<file path="src/rtl/byte_word_packer.sv">
// Packs a stream of DATA_W-bit lanes into OUT_W-bit words, first lane in the MSBs.
// A byte marked in_last flushes a partial word; out_keep marks which lanes hold data.
module byte_word_packer #(
  parameter int DATA_W         = 8,
  parameter int BYTES_PER_WORD = 4
) (
  input  logic                      clk,
  input  logic                      rst,
  input  logic [DATA_W-1:0]         in_data,
  input  logic                      in_valid,
  input  logic                      in_last,
  output logic                      in_ready,
  output logic [DATA_W*BYTES_PER_WORD-1:0] out_data,
  output logic [BYTES_PER_WORD-1:0] out_keep,
  output logic                      out_last,
  output logic                      out_valid,
  input  logic                      out_ready
);

  localparam int N     = BYTES_PER_WORD;
  localparam int OUT_W = DATA_W * BYTES_PER_WORD;
  localparam int IDX_W = $clog2(N);

  localparam logic [0:0] FILL = 1'b0;
  localparam logic [0:0] HOLD = 1'b1;

  logic [0:0]       state;
  logic [OUT_W-1:0] acc;
  logic [IDX_W-1:0] idx;
  logic [OUT_W-1:0] merged;
  logic [N-1:0]     keep_next;
  logic             in_xfer;
  logic             out_xfer;
  logic             complete;

  assign out_valid = (state == HOLD);
  assign in_ready  = !out_valid || out_ready;
  assign in_xfer   = in_valid && in_ready;
  assign out_xfer  = out_valid && out_ready;
  assign complete  = in_xfer && (in_last || (idx == IDX_W'(N - 1)));

  // Lanes past idx are still zero in acc, so merging only inserts the current lane.
  always_comb begin
    merged    = acc;
    keep_next = '0;
    for (int k = 0; k < N; k++) begin
      if (k == int'(idx)) merged[OUT_W-1-k*DATA_W -: DATA_W] = in_data;
      keep_next[N-1-k] = (k <= int'(idx));
    end
  end

  // A completing byte overwrites any word being taken in the same cycle, keeping HOLD.
  always_ff @(posedge clk) begin
    if (rst) begin
      state    <= FILL;
      acc      <= '0;
      idx      <= '0;
      out_data <= '0;
      out_keep <= '0;
      out_last <= 1'b0;
    end else if (complete) begin
      out_data <= merged;
      out_keep <= keep_next;
      out_last <= in_last;
      acc      <= '0;
      idx      <= '0;
      state    <= HOLD;
    end else begin
      if (in_xfer) begin
        acc <= merged;
        idx <= idx + IDX_W'(1);
      end
      if (out_xfer) state <= FILL;
    end
  end

endmodule

</file>
<file path="config.mk">
export PLATFORM = sky130hd
export DESIGN_NAME = byte_word_packer
export DESIGN_NICKNAME = d
export VERILOG_FILES = /design/src/rtl/byte_word_packer.sv
export SDC_FILE = /design/constraint.sdc
export NUM_CORES = 1
export LEC_CHECK = 0
export CAP_MARGIN = 10
export CORE_ASPECT_RATIO = 0.75
export CORE_UTILIZATION = 48
export DETAILED_ROUTE_END_ITERATION = 16
export PLACE_DENSITY_LB_ADDON = 0.25
export SKIP_LAST_GASP = 1
export SYNTH_ARGS = -nofsm -noshare
export SYNTH_HDL_FRONTEND = slang
export SYNTH_SLANG_ARGS = --single-unit
</file>
<file path="constraint.sdc">
create_clock -name clk -period 1.5 [get_ports clk]
set_input_delay 0.375 -clock clk [delete_from_list [all_inputs] [get_ports clk]]
set_output_delay 0.375 -clock clk [all_outputs]
set_load 0.01 [all_outputs]
</file>
### Yosys cells after proc, flatten, opt, wreduce, memory -nomap -nowiden

Cells that the tools add are included.

| cells by class | value |
|---|---|
| add/sub/neg operators | 1 |
| order comparisons | 3 |
| equality and inequality tests | 4 |
| muxes and demuxes | 6 |
| reduce and logical (&&, ||, !) cells | 9 |

Operators with widths:

| kind | number |
|---|---|
| two-way mux 8 bit | 4 |
| == test 2 bit (first input constant) | 2 |
| <= comparator 2 bit (first input constant) | 2 |
| logical AND 1 bit | 3 |
| adder 2 x 1 -> 2 bit (second input constant) | 1 |
| == test 1 x 2 -> 1 bit (first input constant) | 1 |
| == test 2 bit (second input constant) | 1 |
| <= comparator 1 x 2 -> 1 bit (first input constant) | 1 |
| zero test 2 bit | 1 |
| logical OR 1 bit | 2 |
| two-way mux 1 bit | 2 |
| nonzero test 2 bit | 1 |
| OR reduction 2 bit | 1 |
| zero test 1 bit | 1 |

| storage, ports and cells | value |
|---|---|
| register bits | 72 |
| output and inout port bits | 39 |

### Depth between registers and ports, before layout

| logic depth | value |
|---|---|
| depth after elaboration | 5 |
| depth in mapped cells | 8 |

### Worst setup path before layout

Ideal clock, no wire load.

| timing | value |
|---|---|
| path kind | register to register |
| from | register idx[0] |
| to | register state, in the netlist out_valid |
| setup time | 0.115 ns |
| data arrival time | 1.584 ns |
| path slack | -0.199 ns |
| stages on the path, launching flop included | 9 |
| path buffers | 4 |
| clock period less this slack | 1.699 ns |
| path through | dfxtp_1 ha_1 buf_6 or2_1 buf_6 and3_4 buf_6 buf_6 o21a_1 |

| on the way | value |
|---|---|
| cells in the longest elaborated chain, start to end | 4 |
| elaborated cells between the ends (all ways) | 5 |
| those cells by class | eq/ne: 1; mux: 1; reduce/logical: 3 |

Ends and longest elaborated chain:

| what | line | RTL |
|---|---|---|
| start: declaration | 29 | `logic [IDX_W-1:0] idx;` |
| start signal: assignment | 71 | `idx <= idx + IDX_W'(1);` |
| == test 2 bit (*) | 40 | `assign complete = in_xfer && (in_last \|\| (idx == IDX_W'(N - 1)));` |
| logical OR 1 bit (*) | 40 |  |
| logical AND 1 bit (*) | 40 |  |
| two-way mux 1 bit / nonzero test 2 bit (equally long branches) | n/a |  |
| end signal: assignment | 55 | `state <= FILL;` |
| end signal: assignment | 67 | `state <= HOLD;` |
| end signal: assignment | 73 | `if (out_xfer) state <= FILL;` |
| end: declaration | 27 | `logic [0:0] state;` |

Mark *: on every way between the ends. The rest lies on a longest branch, timed or not.
A chain may end at the register's enable or synchronous reset.

### Worst setup path in the final report

| timing | value |
|---|---|
| from | register idx[0] |
| to | register acc[15] |

| on the way | value |
|---|---|
| cells in the longest elaborated chain, start to end | 4 |
| elaborated cells between the ends (all ways) | 6 |
| those cells by class | eq/ne: 2; mux: 1; reduce/logical: 3 |

Ends and longest elaborated chain:

| what | line | RTL |
|---|---|---|
| == test 2 bit | 40 |  |
| logical OR 1 bit | 40 |  |
| logical AND 1 bit | 40 |  |
| OR reduction 2 bit (no line) | n/a |  |
| end signal: assignment | 70 | `acc <= merged;` |
| end: declaration | 28 | `logic [OUT_W-1:0] acc;` |

Several ways; a longest one is shown, not always the timed one.

==> results.md <==
* Status: finished clean
* HP Start: rst
* Worst Path Arrival at 1690 ps
* Final cell count without fillers at 477
* CTS clk-pin slew, worst paths at 80 ps
* Post-route ant nets at 0
* Core area at 0.00641 sq mm
* Post-Synthesis Cells at 325
* Worst slew margin at 75.4%
* # hold bufs at CTS at 0
* Syn Std Cell Area at 0.00325 sq mm
* CP startpoint kind: flip-flop
* Diode count at 0
* Maximum VDD drop at 0.616 mV
* Worst slew pin tran at 370 ps
* Place WS at -418 ps
* DR vias/cell at 5.83
* Final Instance Area at 0.00430 sq mm
* Yosys warns at 0
* DR top layer: met4
* Chip Width at 97.0 microns
* Worst hold path cell count at 2
* RePlAce Congestion at 0.846
* Buffers on Ports at 51
* H-tree levels at 3
* CTS tree: done
* Initial antenna violation count at 0
* Req. time, crit path at 1730 ps
* # nets final at 410
* R2R depth at 5
* Pint at 2.99 mW
* Total gr overflow at 0
* Flop2flop setup slack at 40 ps
* DRC violations left at 0
* RSZ-0062 raised after global routing: true
* Slew Viols, Final at 0
* WS Path Type: flip-flop to flip-flop
* Logic pwr share at 18.5%
* Max Fanout on Critical Path at 8
* Fin crit share at 97.6%
* First-pass GRT wire length at 13.7 mm
* Util after Layout at 67.1%
* Pwr/cell area at 963 mW/mm^2
* Die H at 73.3 microns
* WL met1 at 4.04 mm
* Sink Count at 72
* Met2 Wirelength at 3.97 mm
* Total negative setup slack at 0 ps
* Reg-to-Reg Start: idx[0]
* Initial DRC Count at 157
* DR vias at 2780
* Post-Syn Nets at 343
* Synthesized flop and latch total at 72
* Max-cap violations at 0
* Post-route setup slack at 36.6 ps
* Dpl hpwl at 5.68 mm
* Clock power frac at 32.1%
* Min-Delay Path Class: input pin to flip-flop
* Worst skew pair latency at 340 ps
* Number of I/O pins at 52
* Critical path startpoint: idx[0]
* Inserted Clock Buffers at 9
* RR Endpoint: acc[15]
* Global Route Usage Sum at 24.9%
* Post-CTS Setup Bufs at 0
* Hold Vio Cnt, Final at 0
* Initial cell density of the core at 50.7%
* Worst Setup End Kind: flip-flop
* Pre-antenna DRT Iters at 4
* Die footprint at 0.00711 sq mm
* Hold-critical path endpoint: out_data[2]
* Worst Skew at 8.98 ps
* Area grow syn2layout at 32.3%
* Final Critical Period at 1460 ps
* Placed Cells at 462
* Filler cell count at 518
* Reg area at 0.00144 sq mm
* Cell Area, Placed at 0.00413 sq mm
* WL final at 8.43 mm
* Vias in the first global route at 2737
* Final Setup Violations at 0
* Avg Cell Area, Syn at 10.0 sq um
* Clock Root Buffer: clkbuf_8
* Sw Pwr at 1.15 mW
* Clock tree buffer depth at 2
* Flop pwr share at 49.4%
* Fmax at 683 MHz
* Yosys cell types at 26
* Largest net degree at the start of global routing at 28
* Proportion of layout cells with a drive suffix above 1 at 29.5%
* Std-Cell Rows at 25
* Net Sw Frac at 27.7%
* Seq/Total Area, Yosys at 44.3%
* Leak Pwr at 1.65 nW
* Wire length per cell at 17.7 microns
* Multi-input logic area at 0.00167 sq mm
* DR WL met3 at 353 microns
## critical path, cell delays in order (launching register included)
cell and delay, ps:
dfxtp_2 340, inv_1 110, ha_1 300, nand2_1 210, o21ai_0 290, a21oi_2 90
## state kept, by name, indices dropped and copies added (netlist names)
| name | flops |
|---|---|
| out_keep | 4 |
| idx | 2 |
| out_valid | 1 |
| out_data | 32 |
| acc | 32 |
| out_last | 1 |
## kinds of logic (layout without fill, tap and decap cells)
group	after synthesis	count (layout)	synth area share (%)
DFF	72	72	44.3
AOI/OAI and AO/OA	126	126	28.6
buffers and inverters	42	113	7.35
adders and majority gates	5	5	1.92
muxes	32	32	9.85
and+or+nand+nor	48	48	7.97
## repair_timing
item                                    CTS  global route
endpoints found under the setup margin   78            44
resized for setup                        47            11
pin swaps                                 0             1
endpoints found under the hold margin     0             0
## per-layer routing
layer / track usage [%] / vias up
met5: 0 / -
met4: 6.30 / 0
met3: 7.90 / 9
met2: 40.8 / 68
met1: 32.3 / 1367
li1: - / 1336
## layout make-up
class | count | share of cell area (%)
Tap cell | 81 | 2.36
Clock buffer | 12 | 3.38
Clock inverter | 3 | 0.436
Sequential cell | 72 | 33.6
Timing Repair Buffer | 93 | 20.9
Multi-Input combinational cell | 211 | 38.9
Inverter | 5 | 0.436
## per-stage QoR
stage	hold WS, ps	power, mW
final	368	4.14
after global routing	365	4.32
after CTS	351	4.14
after detailed placement	443	2.88
after global placement	441	2.85
after floorplan	429	2.52
## worst max-delay path by stage
stage,end,slack [ps]
after floorplan,out_valid,-160
after global placement,in_ready,-430
after detailed placement,out_data[10],-420
after CTS,in_ready,-50
after global routing,acc[10],-20
final,acc[15],40
## cells in the mapped netlist
library cell	n	area share [%]
a22o_1	1	0.27
nand2_1	4	0.46
mux2i_1	32	9.9
dfxtp_1	72	44
a211oi_2	28	11
a211oi_1	6	1.4
o22ai_1	1	0.19
ha_1	5	1.9
a21oi_2	4	1.1
a21oi_1	22	3.4
nor2_1	1	0.12
inv_1	5	0.58
or2_1	1	0.19
buf_2	11	1.7
o21a_1	2	0.46
o21ai_0	26	4.0
clkbuf_1	14	1.6
nor2b_1	2	0.38
and2_1	11	2.1
a31o_1	1	0.27
and3_4	1	0.35
nand3_1	27	4.2
buf_1	3	0.35
buf_6	9	3.1
and3_1	1	0.19
a31oi_1	35	6.7
## layout by cell type, fill, tap and decap left out, types with 2 or more instances in the layout
cell,instances
a21oi_2,19
ha_1,4
clkbuf_8,10
clkdlybuf4s50_1,10
a31oi_1,35
dfxtp_1,70
buf_12,9
nand3_1,27
buf_4,31
a21oi_1,7
and2_2,2
a211oi_2,29
mux2i_1,31
dlygate4sd2_1,38
dfxtp_2,2
and2_1,9
a211oi_1,4
clkbuf_1,2
clkinv_2,2
buf_6,2
o21ai_0,25
o21a_1,2
nand2_1,4
inv_1,4
## power by group through the flow
stage	Sequential [mW]	Clock (mW)	Combinational, mW
finish	2.04	1.33	0.768
global route	2.05	1.44	0.822
CTS	2.04	1.34	0.753
global placement	2.09	0	0.769
detailed placement	2.09	0	0.788
floorplan	2.12	0	0.405
(Power assumes the default switching activity.)
==> RTL change 1, RTL diff (same flow settings) <==
Change the parameter `DATA_W` from 8 to 12.
--- a/src/rtl/byte_word_packer.sv
+++ b/src/rtl/byte_word_packer.sv
@@ -3,3 +3,3 @@
 module byte_word_packer #(
-  parameter int DATA_W         = 8,
+  parameter int DATA_W         = 12,
   parameter int BYTES_PER_WORD = 4
Ports: changed (resized in_data and out_data); port bits go from 52 to 72. No check against the original RTL was run, so the function may have changed too.
==> RTL change 1 against the unedited design <==
  * Clock skew rose by 0.69 ps
  * Critical path type unchanged
  * Largest power group unchanged
  * Combinational power up 56%
  * Power is 58% higher
  * Wire length rose by 68%
  * Sequential cell count increased by 32
  * Non-clock buffer count rose by 38
  * Final area grew 50%
  * Setup slack lost 11 ps
  * Largest cell class unchanged
  * Synthesized area is 43% higher
==> RTL change 1: results (changes against the unedited design) <==
Placement
  – Cells after DPL: 661 (+43%)
  – Port-buffer cells: 71 (+39%)
  – Post-DP Area: 5940 um2 (+44%)
  – Post-placement worst setup slack: -525 ps (-107 ps)
  – Detailed placer's ending HPWL: 8.63 mm (+52%)

Layout
  – Count of non-filler cells in the finished layout: 684 (+43%)
  – Footprint of the multi-input gates: 2460 um2 (+47%)
  – Total of fill cells in the finished design: 710 (+37%)
  – Layout net count: 573 (+40%)
  – Count of non-CTS buffers in the layout: 131 (+41%)
  – Final instance area: 6430 um2 (+50%)
  – Share of final layout cell area taken by non-clock buffers: 0.219 (+0.00939)
  – Fraction of area in clock buffers and inverters: 0.0467 (+0.00858)
  – Synthesis-to-layout area growth: 38.4%
  – Proportion of layout cells with a drive suffix above 1: 0.308 (+0.0121)

Critical path
  – Source of the worst register-to-register timing path: idx[1]
  – CP Max Fanout: 30 (+22)

GRT
  – Total GRT Usage: 0.283 (+0.0333)
  – Wire length of the first global-routing pass: 21.5 mm (+56%)
  – Global Route met2 Usage: 0.448 (+0.0396)
  – Pin count of the biggest net entering global routing: 40 (+43%)
  – Met1 Track Usage GR: 0.367 (+0.0442)
  – Vias in the first global route: 4000 (+46%)
  – Met3 routing resource usage after global routing: 0.0786 (-0.000336)

Detailed routing
  – Via Count: 4183 (+50%)
  – Total routed wirelength: 14.2 mm (+68%)
  – Routed length on met3: 1.21 mm (+240%)
  – Drt first pass iters: 8 (+4)
  – Met2 wire length: 6.53 mm (+64%)
  – Metal-1 WL: 6.07 mm (+51%)

Synthesis
  – Post-synthesis sequential element count: 104 (+44%)
  – Post-synthesis mux area share: 0.103 (+0.00486)
  – Share of the synthesized area in compound gates (AO/OA/AOI/OAI): 0.291 (+0.00573)
  – Adder and majority cell fraction of the synthesized area: 0.0135 (-0.00578)
  – Area share of the largest cell type after synthesis: 0.448 (+0.00462)
  – Number of warnings printed during yosys synthesis: 0 (unchanged)
  – Synth area leaders: sky130_fd_sc_hd__dfxtp_1, sky130_fd_sc_hd__a211oi_2, sky130_fd_sc_hd__mux2i_1
  – Fraction of the yosys area taken by sequential cells: 0.448 (+0.00462)
  – Most instantiated cells after synthesis: sky130_fd_sc_hd__dfxtp_1, sky130_fd_sc_hd__a31oi_1, sky130_fd_sc_hd__a211oi_2, sky130_fd_sc_hd__mux2i_1, sky130_fd_sc_hd__nand3_1

STA
  – Setup Skew: 9.67 ps (+0.686 ps)
  – Final setup margin: 25.2 ps (-11.3 ps)
  – Worst hold slack after final layout: 418 ps (+49.7 ps)

Pwr
  – Leakage power figure: 0.00240 uW (+46%)
  – Fraction of power spent switching nets: 0.269 (-0.00737)
  – Worst IR Drop VDD: 0.000734 V (+19%)

Clock network
  – Post-cts sizing count: 65 (+38%)
  – Number of buffers added for setup after CTS: 2 (+2)

Status
  – Status: completed
[RTL change 1: changes by cell type in the layout (fill, tap and decap cells not counted), moves of 9 or more]
| cell | unedited run | this run |
|---|---|---|
| sky130_fd_sc_hd__clkbuf_16 | 0 | 12 |
| sky130_fd_sc_hd__clkbuf_8 | 10 | 1 |
| sky130_fd_sc_hd__mux2i_1 | 31 | 47 |
| sky130_fd_sc_hd__a21oi_1 | 7 | 19 |
| sky130_fd_sc_hd__nand3_1 | 27 | 39 |
| sky130_fd_sc_hd__dlygate4sd2_1 | 38 | 55 |
| sky130_fd_sc_hd__dfxtp_1 | 70 | 101 |
| sky130_fd_sc_hd__buf_12 | 9 | 20 |
| sky130_fd_sc_hd__a211oi_2 | 29 | 49 |
[RTL change 1: power groups by stage]
stage / clock network, uW / registers [uW] / logic, uW
after global placement: 0 / 3020 / 1130
after floorplan: 0 / 3050 / 583
after global routing: 2510 / 2970 / 1270
after detailed placement: 0 / 3020 / 1160
after CTS: 2400 / 2960 / 1120
final: 2390 / 2960 / 1200
==> RTL change 2, RTL diff (same settings) <==
Made on the original files. Make the reset (`rst`) asynchronous in one clocked block.
--- a/src/rtl/byte_word_packer.sv
+++ b/src/rtl/byte_word_packer.sv
@@ -52,3 +52,3 @@
   // A completing byte overwrites any word being taken in the same cycle, keeping HOLD.
-  always_ff @(posedge clk) begin
+  always_ff @(posedge clk or posedge rst) begin
     if (rst) begin
Check against the original RTL: differs if rst is asserted again (counterexample within 4 cycles, from zero or initial values and one cycle with rst high); with rst held inactive, the same outputs for 10 cycles.
==> RTL change 2 against the unedited design <==
  * The flow now finishes with violations (setup timing)
  * First-iteration DRC count decreased by 29%
  * Critical path depth unchanged
  * Cell count is 18% lower
  * Synthesized area fell by 3.9%
  * Global-route usage decreased by 2.5 points
  * Final area rose by 0.99%
  * Wire length fell by 19%
  * Maximum frequency fell by 8.2%
  * Via count decreased by 25%
  * Sequential cell count unchanged
  * Setup slack worse by 130 ps
  * Largest cell class is now sequential cells
Power is not compared: it rests on default switching activity, and its combinational part moved more than twofold at a synthesized area within 25%.
==> RTL change 2: results (changes against the unedited design) <==
Min path
  – Hold/Removal Path Class: in -> async

STA
  – Summed negative setup slack over all endpoints: -2640 ps (-2640 ps)
  – Setup-failing EPs final: 40 (+40)
  – Setup Skew: 7.94 ps (-1.04 ps)
  – Final setup margin: -94.6 ps (-131 ps)
  – Slew of the pin with the lowest slew margin: 364 ps (-5.66 ps)
  – Worst hold slack after final layout: 363 ps (-5.59 ps)

GRT
  – Pin count of the biggest net entering global routing: 24 (-14%)
  – Global Route met2 Usage: 0.342 (-0.0664)
  – Met1 Track Usage GR: 0.319 (-0.00332)
  – Wire length of the first global-routing pass: 11.4 mm (-17%)
  – Met3 routing resource usage after global routing: 0.0626 (-0.0163)
  – Vias in the first global route: 2171 (-21%)

Synthesis
  – Most frequently used flop master after synthesis: sky130_fd_sc_hd__dfrtp_1
  – Number of nets produced by synthesis: 232 (-32%)
  – Synthesized instance count: 214 (-34%)
  – Most instantiated cells after synthesis: sky130_fd_sc_hd__dfrtp_1, sky130_fd_sc_hd__mux2_2, sky130_fd_sc_hd__a22o_1, sky130_fd_sc_hd__and2_1
  – Share of the synthesized area in compound gates (AO/OA/AOI/OAI): 0.0869 (-0.199)

Status
  – Violations in the final reports: setup timing
  – Status: complete, but fails checks

Critical path
  – Worst path slowest cell: sky130_fd_sc_hd__dfrtp_2

Layout
  – Layout net count: 321 (-22%)
  – Share of cell area taken by multi-input logic gates: 0.307 (-0.0822)
  – #MultiIn Comb: 124 (-41%)
  – Fraction of area in clock buffers and inverters: 0.0510 (+0.0129)

Detailed routing
  – Detailed-route vias per instance: 5.39 (-7.6%)

Placement
  – Weighted congestion at the end of routability-driven global placement: 0.752 (-11%)
RTL change 2: worst paths after layout:
path | startpoint | endpoint | cells after the start
worst min register to register | out_keep[3] | out_keep[3] | 1
max in group asynchronous | rst | out_data[16] | 3
worst max-delay path | idx[1] | out_data[9] | 5
min in group clk | out_keep[3] | out_keep[3] | 1
worst min-delay path | rst | acc[25] | 2
worst max register to register | idx[1] | out_data[9] | 5
RTL change 2: per-stage QoR:
step / area (um2) / cells / power (uW)
final: 4340 / 389 / 6190
after global routing: 4340 / 389 / 6520
after CTS: 4270 / 387 / 6150
after detailed placement: 4040 / 369 / 4590
after global placement: 4040 / 369 / 4540
after floorplan: 3170 / 214 / 3570
RTL change 2: timing repair:
action	in CTS	in global routing
hold buffers	0	0
gates resized for setup	53	13
cloned	0	1
setup buffers	5	1
setup endpoints to repair	95	59
pin swaps	1	2
RTL change 2: report_power, final:
group	internal [uW]	switching (uW)
clock network	979	728
logic	1110	810
registers	2340	224
total	4430	1760
